$ cat config.mk
export PLATFORM = sky130hd
export DESIGN_NAME = pll_i2c_sequencer
export DESIGN_NICKNAME = d
export VERILOG_FILES = /design/src/rtl/pll_i2c_sequencer.sv
export SDC_FILE = /design/constraint.sdc
export NUM_CORES = 1
export LEC_CHECK = 0
export CAP_MARGIN = 20
export CORE_AREA = 2 2 91 93
export DETAILED_ROUTE_END_ITERATION = 10
export DIE_AREA = 0 0 93 95
export PLACE_DENSITY = 0.75
export SLEW_MARGIN = 20
export SYNTH_ARGS = -nofsm -noshare
export SYNTH_HDL_FRONTEND = slang
export SYNTH_SLANG_ARGS = --single-unit
$ cat constraint.sdc
create_clock -name clk -period 1.6 [get_ports clk]
set_input_delay 0.32 -clock clk [delete_from_list [all_inputs] [get_ports clk]]
set_output_delay 0.32 -clock clk [all_outputs]
set_load 0.01 [all_outputs]
$ cat src/rtl/pll_i2c_sequencer.sv
// Walks a {reg,value} config ROM range and writes each entry to the PLL over the shared I2C master.
// Boot range runs automatically after reset; failed entries are retried after a backoff.
module pll_i2c_sequencer #(
  parameter logic [6:0]  I2C_ADDR    = 7'h60,
  parameter int unsigned ROM_AW      = 8,
  parameter int unsigned BOOT_FROM   = 63,
  parameter int unsigned BOOT_TO     = 126,
  parameter int unsigned MAX_RETRIES = 3,
  parameter int unsigned RETRY_DELAY = 4800
) (
  input  logic              clk,
  input  logic              reset,
  input  logic              start,
  input  logic [ROM_AW-1:0] start_from,
  input  logic [ROM_AW-1:0] start_to,
  output logic              busy,
  output logic              done,
  output logic              error,
  output logic              pll_initialized,
  output logic [7:0]        err_count,
  output logic [ROM_AW-1:0] rom_addr,
  input  logic [15:0]       rom_data,
  output logic              i2c_cmd_active,
  output logic [6:0]        i2c_cmd_addr,
  output logic              i2c_cmd_read,
  output logic              i2c_cmd_high_speed,
  output logic              i2c_data_valid,
  input  logic              i2c_data_ready,
  output logic [7:0]        i2c_data_in,
  input  logic              i2c_addr_err,
  input  logic              i2c_data_err
);

  localparam int unsigned RW = (MAX_RETRIES < 1) ? 1 : $clog2(MAX_RETRIES + 1);
  localparam int unsigned DW = (RETRY_DELAY < 2) ? 1 : $clog2(RETRY_DELAY);
  localparam logic [ROM_AW-1:0] BOOT_FROM_A = ROM_AW'(BOOT_FROM);
  localparam logic [ROM_AW-1:0] BOOT_TO_A   = ROM_AW'(BOOT_TO);
  localparam logic [RW-1:0]     RETRY_LAST  = RW'(MAX_RETRIES);
  localparam logic [DW-1:0]     DELAY_LAST  = DW'(RETRY_DELAY - 1);

  typedef enum logic [3:0] {
    S_BOOT, S_IDLE, S_FETCH, S_LATCH, S_SEND_REG, S_SEND_VAL, S_BACKOFF, S_ABORT, S_DONE
  } state_t;

  state_t            state, state_nxt;
  logic [ROM_AW-1:0] cid, end_q, cid_inc, launch_from, launch_to;
  logic [7:0]        reg_q, val_q;
  logic [RW-1:0]     retry_q;
  logic [DW-1:0]     delay_q;
  logic              launch, nack;

  // BOOT behaves as an unconditional start over the boot range
  assign launch      = (state == S_BOOT) || ((state == S_IDLE) && start);
  assign launch_from = (state == S_BOOT) ? BOOT_FROM_A : start_from;
  assign launch_to   = (state == S_BOOT) ? BOOT_TO_A : start_to;
  assign nack        = i2c_data_ready && (i2c_addr_err || i2c_data_err);
  assign cid_inc     = cid + ROM_AW'(1);

  assign rom_addr           = cid;
  assign i2c_cmd_addr       = I2C_ADDR;
  assign i2c_cmd_read       = 1'b0;
  assign i2c_cmd_high_speed = 1'b0;

  always_comb begin
    state_nxt      = state;
    i2c_cmd_active = 1'b0;
    i2c_data_valid = 1'b0;
    i2c_data_in    = '0;
    unique case (state)
      S_BOOT, S_IDLE: begin
        if (launch) state_nxt = (launch_from == launch_to) ? S_DONE : S_FETCH;
      end
      S_FETCH: state_nxt = S_LATCH;
      S_LATCH: state_nxt = S_SEND_REG;
      S_SEND_REG, S_SEND_VAL: begin
        i2c_cmd_active = 1'b1;
        i2c_data_valid = 1'b1;
        i2c_data_in    = (state == S_SEND_REG) ? reg_q : val_q;
        if (nack)                    state_nxt = (retry_q == RETRY_LAST) ? S_ABORT : S_BACKOFF;
        else if (i2c_data_ready) begin
          if (state == S_SEND_REG)   state_nxt = S_SEND_VAL;
          else                       state_nxt = (cid_inc == end_q) ? S_DONE : S_FETCH;
        end
      end
      S_BACKOFF: if (delay_q == DELAY_LAST) state_nxt = S_SEND_REG;
      S_ABORT, S_DONE: state_nxt = S_IDLE;
      default: state_nxt = S_IDLE;
    endcase
  end

  always_ff @(posedge clk) begin
    if (reset) begin
      state           <= S_BOOT;
      cid             <= BOOT_FROM_A;
      end_q           <= BOOT_TO_A;
      reg_q           <= '0;
      val_q           <= '0;
      retry_q         <= '0;
      delay_q         <= '0;
      busy            <= 1'b0;
      done            <= 1'b0;
      error           <= 1'b0;
      pll_initialized <= 1'b0;
      err_count       <= '0;
    end else begin
      state <= state_nxt;
      done  <= 1'b0;
      if (launch) begin
        cid   <= launch_from;
        end_q <= launch_to;
        error <= 1'b0;
        busy  <= 1'b1;
      end
      unique case (state)
        S_LATCH: begin
          {reg_q, val_q} <= rom_data;
          retry_q        <= '0;
        end
        S_SEND_REG, S_SEND_VAL: begin
          if (nack) begin
            if (err_count != 8'hFF) err_count <= err_count + 8'd1;
            delay_q <= '0;
          end else if (i2c_data_ready && state == S_SEND_VAL) begin
            cid <= cid_inc;
          end
        end
        S_BACKOFF: begin
          if (delay_q == DELAY_LAST) retry_q <= retry_q + RW'(1);
          else                       delay_q <= delay_q + DW'(1);
        end
        S_ABORT: begin
          error <= 1'b1;
          busy  <= 1'b0;
        end
        S_DONE: begin
          done            <= 1'b1;
          busy            <= 1'b0;
          pll_initialized <= 1'b1;
        end
        default: ;
      endcase
    end
  end

endmodule

**Word level (Yosys, flattened, before mapping)**

Cells that the tools add are included.

- Div/mod/pow operators: 0
- Shift operators: 0
- Reductions and logical operators: 16
- Bitwise logic cells: 0
- Equality and inequality tests: 18
- Mux-type cells: 26
- Order comparisons: 0
- $mul: 0
- $add $sub $neg: 4

Operator list:

| operator | count |
|---|---|
| $mux W8 | 8 |
| $mux W4 | 7 |
| $mux W13 | 2 |
| $pmux W13 S2 | 1 |
| $pmux W4 S5 | 1 |
| $add A8 B1 Y8 const B | 2 |
| $eq A4 B3 Y1 const B | 4 |
| $eq A8 B8 Y1 | 2 |
| $add A13 B1 Y13 const B | 1 |
| $eq A13 B13 Y1 const B | 1 |
| $reduce_and A3 Y1 | 3 |
| $eq A4 B2 Y1 const B | 2 |
| $ne A2 B2 Y1 const B | 4 |
| $ne A8 B8 Y1 const B | 1 |
| $reduce_bool A2 Y1 | 3 |
| $mux W1 | 5 |
| $eq A4 B1 Y1 const B | 1 |
| $eq A4 B4 Y1 const B | 1 |
| $logic_not A4 Y1 | 1 |
| $pmux W2 S2 | 1 |
| $reduce_or A2 Y1 | 2 |
| $logic_and A1 B1 Y1 | 3 |
| $ne A3 B3 Y1 const B | 1 |
| $reduce_or A3 Y1 | 1 |
| 5 further kinds | 6 |

- Memories: 0
- Bits in latches: 0
- Register bits after elaboration: 63
- RAM bits: 0
- ROM bits: 0
- Output and inout bits: 39

**Longest topological paths before layout**

Gate-level depths: netlist of run 1.

- Depth in word-level cells: 7
- Gate-level depth with buffers: 8
- Depth with buffers taken out: 6

**Worst setup path after synthesis of run 1**

No wires, ideal clock.

- Path type: flip-flop to flip-flop
- From: register cid[2] (netlist: rom_addr[2])
- To: register state[3]
- Setup slack: -0.233 ns
- Arrival time: 1.774 ns
- Cell stages (with the launch flop): 7
- Library setup time: 0.058 ns
- Required time: 1.542 ns
- Cells stage by stage: dfxtp_1 -> buf_2 -> nand3_1 -> a2111o_1 -> a311o_1 -> nor4_1 -> o211a_1

- Cells in the longest elaborated chain, start to end: 7

Ends and longest elaborated chain:

| item | RTL line | source |
|---|---|---|
| start, declared | 46 | `logic [ROM_AW-1:0] cid, end_q, cid_inc, launch_from, launch_to;` |
| start signal, assigned | 109 | `cid <= launch_from;` |
| start signal, assigned | 124 | `cid <= cid_inc;` |
| $add A8 B1 Y8 | 57 | `assign cid_inc = cid + ROM_AW'(1);` |
| $eq A8 B8 Y1 | 82 | `else state_nxt = (cid_inc == end_q) ? S_DONE : S_FETCH;` |
| $mux W4 | 82 |  |
| $mux W4 | 81 | `if (state == S_SEND_REG) state_nxt = S_SEND_VAL;` |
| $mux W4 | 80 | `else if (i2c_data_ready) begin` |
| $mux W4 | 79 | `if (nack) state_nxt = (retry_q == RETRY_LAST) ? S_ABORT : S_BACKOFF;` |
| $pmux W4 S5 | 69 | `unique case (state)` |
| end signal, assigned | 106 | `state <= state_nxt;` |
| end, declared | 45 | `state_t state, state_nxt;` |

Every way passes these cells. The select of a mux whose other input is x is not followed.
A chain may end at the register's enable or synchronous reset.

**Worst setup path in the final report of run 1**

- From: register state[3]
- To: register state[3]

- Cells in the longest elaborated chain, start to end: 6

Ends and longest elaborated chain:

| item | RTL line | source |
|---|---|---|
| $logic_not A4 Y1 | n/a |  |
| $mux W8, on equally long branches | 54, 55 |  |
| $eq A8 B8 Y1 | 71 | `if (launch) state_nxt = (launch_from == launch_to) ? S_DONE : S_FETCH;` |
| $mux W4 (2 in series) | 71 |  |
| $pmux W4 S5 | 69 |  |

Several ways; a longest one is shown, not always the timed one. The select of a mux whose other input is x is not followed.

==> results of run 1 <==
[area by class of cell]
cell class,count,area [sq um]
fill,514,2016
clock inverter,6,67.56
clock buffer,10,137.6
inverter,12,50.05
multi-input combinational,347,2520
tap,105,131.4
timing repair buffer,188,1717
sequential,63,1289
[cell usage in the layout, fill, tap and decap left out, types with 5 or more instances in the layout]
| cell | count |
|---|---|
| buf_6 | 33 |
| nand3_1 | 10 |
| o21bai_1 | 7 |
| nand4_1 | 5 |
| a21oi_2 | 5 |
| nor2_1 | 40 |
| o21ai_1 | 8 |
| buf_4 | 90 |
| nand2_1 | 53 |
| nor2_4 | 12 |
| o31ai_1 | 6 |
| clkbuf_8 | 10 |
| and3_1 | 7 |
| clkdlybuf4s50_1 | 38 |
| o21ai_0 | 7 |
| mux2i_1 | 10 |
| or4_1 | 6 |
| inv_1 | 11 |
| conb_1 | 9 |
| dfxtp_1 | 53 |
| nor3_2 | 9 |
| nor2_2 | 5 |
| dlygate4sd2_1 | 15 |
| dfxtp_4 | 6 |
| xnor2_1 | 18 |
| a21oi_1 | 31 |
[worst paths after layout]
check | startpoint | slack, ps | endpoint
setup / recovery | state[3]$_SDFFE_PP0P_ | -400 | state[3]$_SDFFE_PP0P_
hold / removal | start | 450 | error$_SDFFE_PP0P_
setup reg to reg | state[3]$_SDFFE_PP0P_ | -400 | state[3]$_SDFFE_PP0P_
hold reg to reg | reg_q[2]$_SDFFE_PP0P_ | 450 | reg_q[2]$_SDFFE_PP0P_
[power breakdown]
part / total, W / leakage [nW] / switching [W] / internal, W
logic: 0.00269 / 1.80 / 0.00137 / 0.00132
registers: 0.00187 / 0.513 / 0.000165 / 0.00171
clock network: 0.00150 / 0.0993 / 0.000729 / 0.000770
[kinds of logic (layout without fill, tap and decap cells)]
| family | count (synthesis) | count (layout) | share of synthesized area |
|---|---|---|---|
| AO/OA/AOI/OAI | 103 | 104 | 0.1944 |
| XOR/XNOR | 22 | 22 | 0.05533 |
| adder cells (fa/ha/maj) | 4 | 4 | 0.01437 |
| buffers and inverters | 46 | 216 | 0.06288 |
| flip-flops | 63 | 63 | 0.3622 |
| multiplexers | 14 | 14 | 0.04060 |
| other | 2 | 9 | 0.002157 |
| AND/OR/NAND/NOR | 194 | 194 | 0.2681 |
[registers in the layout (all words and copies together) (netlist names)]
register / count
rom_addr: 8
val_q: 8
delay_q: 13
err_count: 8
reg_q: 8
error: 1
pll_initialized: 1
busy: 1
state: 4
end_q: 8
retry_q: 2
done: 1
[layer usage]
metal	GRT usage	part of all wire	wire length (um)	vias up
li1	-	-	-	1903
met1	0.3369	0.39	5324	2018
met2	0.4722	0.50	6719	235
met3	0.06305	0.073	988	50
met4	0.09069	0.036	486	0
met5	0	0	0	-
[through the flow]
step	hold WS [ps]	setup WS, ps
5_1_grt	474.7	-425.1
2_1_floorplan	435.7	-42.72
3_3_place_gp	441.7	-419.2
3_5_place_dp	446.1	-485.7
4_1_cts	456.1	-313.3
6_report	450.6	-400.5
[worst reg2reg max path, stage by stage, from the launching register on]
cell and delay [ps]:
dfxtp_2 350, or3b_4 430, buf_6 150, buf_6 120
buf_4 120, buf_6 110, nor2_4 130, nand2_2 90
nor4_4 230, o211a_1 210
[repair_timing]
item,in CTS,in global routing
cloned,1,0
hold endpoints to repair,0,0
setup buffers,18,12
hold buffers,0,0
gates resized for setup,125,78
setup endpoints to repair,68,58
pin swaps,18,24
==> out/qor.csv, run 1 <==
metric,value,unit
final net count,663,
drt wl/cell,18.49,um
Ys Warns,0,
CP top delay family,simple AND/OR/NAND/NOR gates,
pin count of the biggest net entering global routing,31,
Diodes inserted,0,
Finished Cell Area,0.005912,sq mm
"count leader, synth",dfxtp_1,
worst skew pair latency,360,ps
fin crit share,1.250,
unrepaired setup endpoints after global routing,yes,
Worst path slowest cell,or3b_4,
fmax,0.4999,GHz
PwrDens,1026,mW/mm^2
synthesis-to-layout area growth,69.78,%
# clock sinks,63,
final-report setup violation count,54,
CP endpoint kind,register,
CTS max path bufs,2,
post-route ant nets,0,
final weighted congestion in routability-driven placement,0.9345,
DIE HEIGHT,95,um
Finished Layout Cells,731,
initial antenna violation count,0,
leakage power,2.411,nW
detailed router's first-iteration violation count,382,
Slew Limit Fails,0,
vias per cell,5.754,
critical path depth in cells,9,
Area after DPL,0.004937,sq mm
final worst slack,-400.5,ps
sequential share of the synthesized area,0.3622,
failing checks,setup timing,
"Hold Vio Cnt, Final",0,
CP Max Fanout,4,
CP peak stage delay,430,ps
worst hold path depth,4,
Die W,93,um
DRC,0,
critical path cell sequence,or3b_4 -> buf_6 -> buf_6 -> buf_4 -> buf_6 -> nor2_4 -> nand2_2 -> nor4_4 -> o211a_1,
mapped cell area,0.003482,sq mm
Initial Util,0.4392,
Max Cap Viol,0,
Die Area,0.008835,sq mm
hpwl dp,7682,um
top post-synthesis cells by count,"63 x dfxtp_1, 57 x nand2_1, 56 x nor2_1",
Worst EP required,1900,ps
Setup Skew,17.24,ps
Ports,77,
GR Util All Layers,0.2734,
Seq cells post-synth,63,
status,"finished, violations left",
FF-to-FF path depth,9,
DR vias,4206,
Netlist cell types,61,
"EDFF count, synth",0,
vias in the first global route,3954,
first-pass GRT wire length,19090,um
H-tree levels,3,
Post-Syn Instances,448,
Async SR Flop Fraction,0,
CORE AREA,0.007928,sq mm
Synth top area share,0.3622,
top post-synthesis cells by area,"dfxtp_1 36%, nand2_1 6.1%, nor2_1 6.0%",
setup_tns,-14040,ps
Crit path top cell by count,buf_6,
Worst IR Drop VDD,0.5680,mV
clock slew seen by the registers of the worst setup and hold paths,90,ps
average size of a mapped cell,7.773,sq um
port bufs,67,
Main synth FF type,dfxtp_1,
number of buffers created by CTS,9,
startpoint types,register,
layout cells sized above 1,0.3866,
Root Buffer,clkbuf_8,
worst min path class,in2reg,
final wirelength,13520,um
CP Class,reg2reg,
WP buf/inv,4,
# rows,33,
grt ovf,0,
total power,0.006063,W
Critical Path AT,2300,ps
final core occ,0.7457,
placed insts,684,
Final min period,2000,ps
CTS tree,built,
Yosys top cell by area,dfxtp_1,
drt pass-1 iters,5,
(Power assumes the default switching activity.)
==> run 2: changes to the inputs <==
--- a/config.mk
+++ b/config.mk
@@ -5,11 +5,12 @@
 export SDC_FILE = /design/constraint.sdc
 export NUM_CORES = 1
 export LEC_CHECK = 0
+export ABC_CLOCK_PERIOD_IN_PS = 2500
 export CAP_MARGIN = 20
 export CORE_AREA = 2 2 91 93
 export DETAILED_ROUTE_END_ITERATION = 10
 export DIE_AREA = 0 0 93 95
-export PLACE_DENSITY = 0.75
+export PLACE_DENSITY = 0.72
 export SLEW_MARGIN = 20
 export SYNTH_ARGS = -nofsm -noshare
 export SYNTH_HDL_FRONTEND = slang
==> constraint.sdc (replaced) <==
create_clock -name clk -period 2.5 [get_ports clk]
set_input_delay 0.5 -clock clk [delete_from_list [all_inputs] [get_ports clk]]
set_output_delay 0.5 -clock clk [all_outputs]
set_load 0.01 [all_outputs]
==> out/qor.csv, run 2 (same netlist as run 1, synthesis figures left out) <==
metric,value,unit,change
status,finished clean,,
Worst R2R Setup Slack,390,ps,+790 ps
unrepaired setup endpoints after global routing,no,,
worst setup path end,i2c_data_in[4],,
worst skew pair latency,350,ps,about the same
GR Util All Layers,0.2123,,-0.06112
met1 usage in global routing,0.2676,,-0.06938
CP endpoint kind,output pin,,
CTS max path bufs,2,,unchanged
clock slew seen by the registers of the worst setup and hold paths,80,ps,about the same
CORE AREA,0.007928,sq mm,unchanged
post-route ant nets,0,,unchanged
DIE HEIGHT,95,um,unchanged
Top reg by flops,delay_q,,
Comb pwr share,0.298,,-0.146
Switch Pwr,0.001041,W,-54%
CP peak stage delay,550,ps,+120 ps
# clock sinks,63,,unchanged
drt pass-1 iters,5,,unchanged
Slew headroom,0.5589,,
Worst path slowest cell,clkdlybuf4s50_1,,
port bufs,67,,unchanged
"commonest non-fill, non-tap cell in the layout",clkdlybuf4s50_1,,
startpoint types,register,,
CP top delay family,simple AND/OR/NAND/NOR gates,,
final wirelength,9082,um,-33%
sequential power share,0.378,,+0.069
Finished Cell Area,0.004483,sq mm,-24%
initial antenna violation count,0,,unchanged
"Hold Vio Cnt, Final",0,,unchanged
placed insts,608,,-11%
fin crit share,0.9397,,
Finished Layout Cells,624,,-15%
Ports,77,,unchanged
worst min path class,reg2reg,,
Initial Util,0.4392,,unchanged
r2r startpoint,rom_addr[2]$_SDFF_PP1_,,
Worst IR Drop VDD,0.3736,mV,-34%
critical path cell sequence,or3b_4 -> nor2_1 -> clkdlybuf4s50_1,,
pin count of the biggest net entering global routing,29,,-6.5%
final weighted congestion in routability-driven placement,0.8706,,-6.8%
first-pass GRT wire length,15010,um,-21%
vias per cell,5.564,,-3.3%
fill count,733,,+43%
Die Area,0.008835,sq mm,unchanged
grt met2 use,0.3569,,-0.1153
final core occ,0.5655,,-0.1802
Diodes inserted,0,,unchanged
CP Max Fanout,11,,+7
drt wl/cell,14.55,um,-21%
critical path depth in cells,3,,-6
DR vias,3472,,-17%
Worst EP required,2000,ps,+100 ps
leakage power,1.666,nW,-31%
number of buffers created by CTS,9,,unchanged
max reg flops,13,,unchanged
reg-to-reg critical path endpoint,state[3]$_SDFFE_PP0P_,,
hpwl dp,6586,um,-14%
DRC,0,,unchanged
most frequent cells in the layout,"67 x clkdlybuf4s50_1, 63 x dfxtp_1, 57 x nand2_1",,
Final min period,2349,ps,
# rows,33,,unchanged
setup bufs post-CTS,0,,-18
fmax,0.4257,GHz,
Area after DPL,0.004254,sq mm,-14%
final-report setup violation count,0,,-100%
met3 GRT Util,0.06225,,-0.0007981
Int Pwr,0.002066,W,-46%
Sw Ratio,0.3350,,-0.03758
PwrDens,693.2,mW/mm^2,-32%
Slew @ Worst Pin,661.6,ps,
FF-to-FF path depth,5,,-4
detailed router's first-iteration violation count,317,,-17%
Die W,93,um,unchanged
vias in the first global route,3224,,-18%
CTS tree,built,,
Max Cap Viol,0,,unchanged
setup_tns,0,ps,"+14,040 ps"
min-delay src,reg_q[4]$_SDFFE_PP0P_,,
synthesis-to-layout area growth,28.75,%,
layout cells sized above 1,0.08285,,-0.3037
grt ovf,0,,unchanged
final net count,556,,-16%
GRT Max-Usage Layer,met2,,
Clk network pwr share,0.325,,+0.078
CP Class,reg2out,,
H-tree levels,3,,unchanged
Root Buffer,clkbuf_8,,
WP buf/inv,1,,-3
Setup Skew,11.42,ps,-5.823 ps
Worst setup startpoint,state[2]$_SDFFE_PP0P_,,
Critical Path AT,1850,ps,-450 ps
Slew Limit Fails,0,,unchanged
CTS Hold Bufs,0,,unchanged
total power,0.003108,W,-49%
==> run 2: timing repair <==
item	CTS	global route
setup endpoints to repair	10	0
endpoints found under the hold margin	0	0
resized for setup	1	0
==> run 2: final cells by class <==
type | count | area (sq um) | share of cell area
Timing Repair Buffer | 82 | 783.3 | 0.1747
Clock buffer | 9 | 123.9 | 0.02763
Sequential cell | 63 | 1261 | 0.2813
Multi-Input combinational cell | 346 | 2036 | 0.4541
Tap cell | 105 | 131.4 | 0.02931
Clock inverter | 7 | 102.6 | 0.02289
Inverter | 12 | 45.04 | 0.01005
==> run 2: tightest hold or removal path, delay by kind of cell (launching register included) <==
kind	cells	cell delay [ps]
DFF	1	310
and+or+nand+nor	1	50
AOI/OAI and AO/OA	1	50
==> run 2: worst min-delay path by stage <==
stage,slack [ps],end,cells after the start
6_report,460,reg_q[4]$_SDFFE_PP0P_,2
4_1_cts,460,reg_q[4]$_SDFFE_PP0P_,2
2_1_floorplan,440,reg_q[0]$_SDFFE_PP0P_,2
5_1_grt,480,reg_q[4]$_SDFFE_PP0P_,2
3_5_place_dp,450,reg_q[4]$_SDFFE_PP0P_,2
3_3_place_gp,440,val_q[7]$_SDFFE_PP0P_,2
==> run 2: through the flow <==
stage	hold slack, ps	setup slack, ps
after floorplan	435.7	667.5
after global placement	442.2	203.7
after detailed placement	446.5	109.3
after CTS	458.2	129.9
after global routing	477.8	49.60
final	458.9	150.8
==> run 2: power groups by stage <==
stage	clock network (W)	logic, W	registers, W
5_1_grt	0.00107	0.00102	0.00118
6_report	0.00101	0.000925	0.00117
3_5_place_dp	0	0.000908	0.00119
3_3_place_gp	0	0.000894	0.00119
2_1_floorplan	0	0.000614	0.00117
4_1_cts	0.00103	0.000916	0.00117
==> run 2: layer usage <==
layer	up-vias	wire [um]
li1	1700	-
met1	1621	4068
met2	133	4275
met3	18	641
met4	0	96
met5	-	0
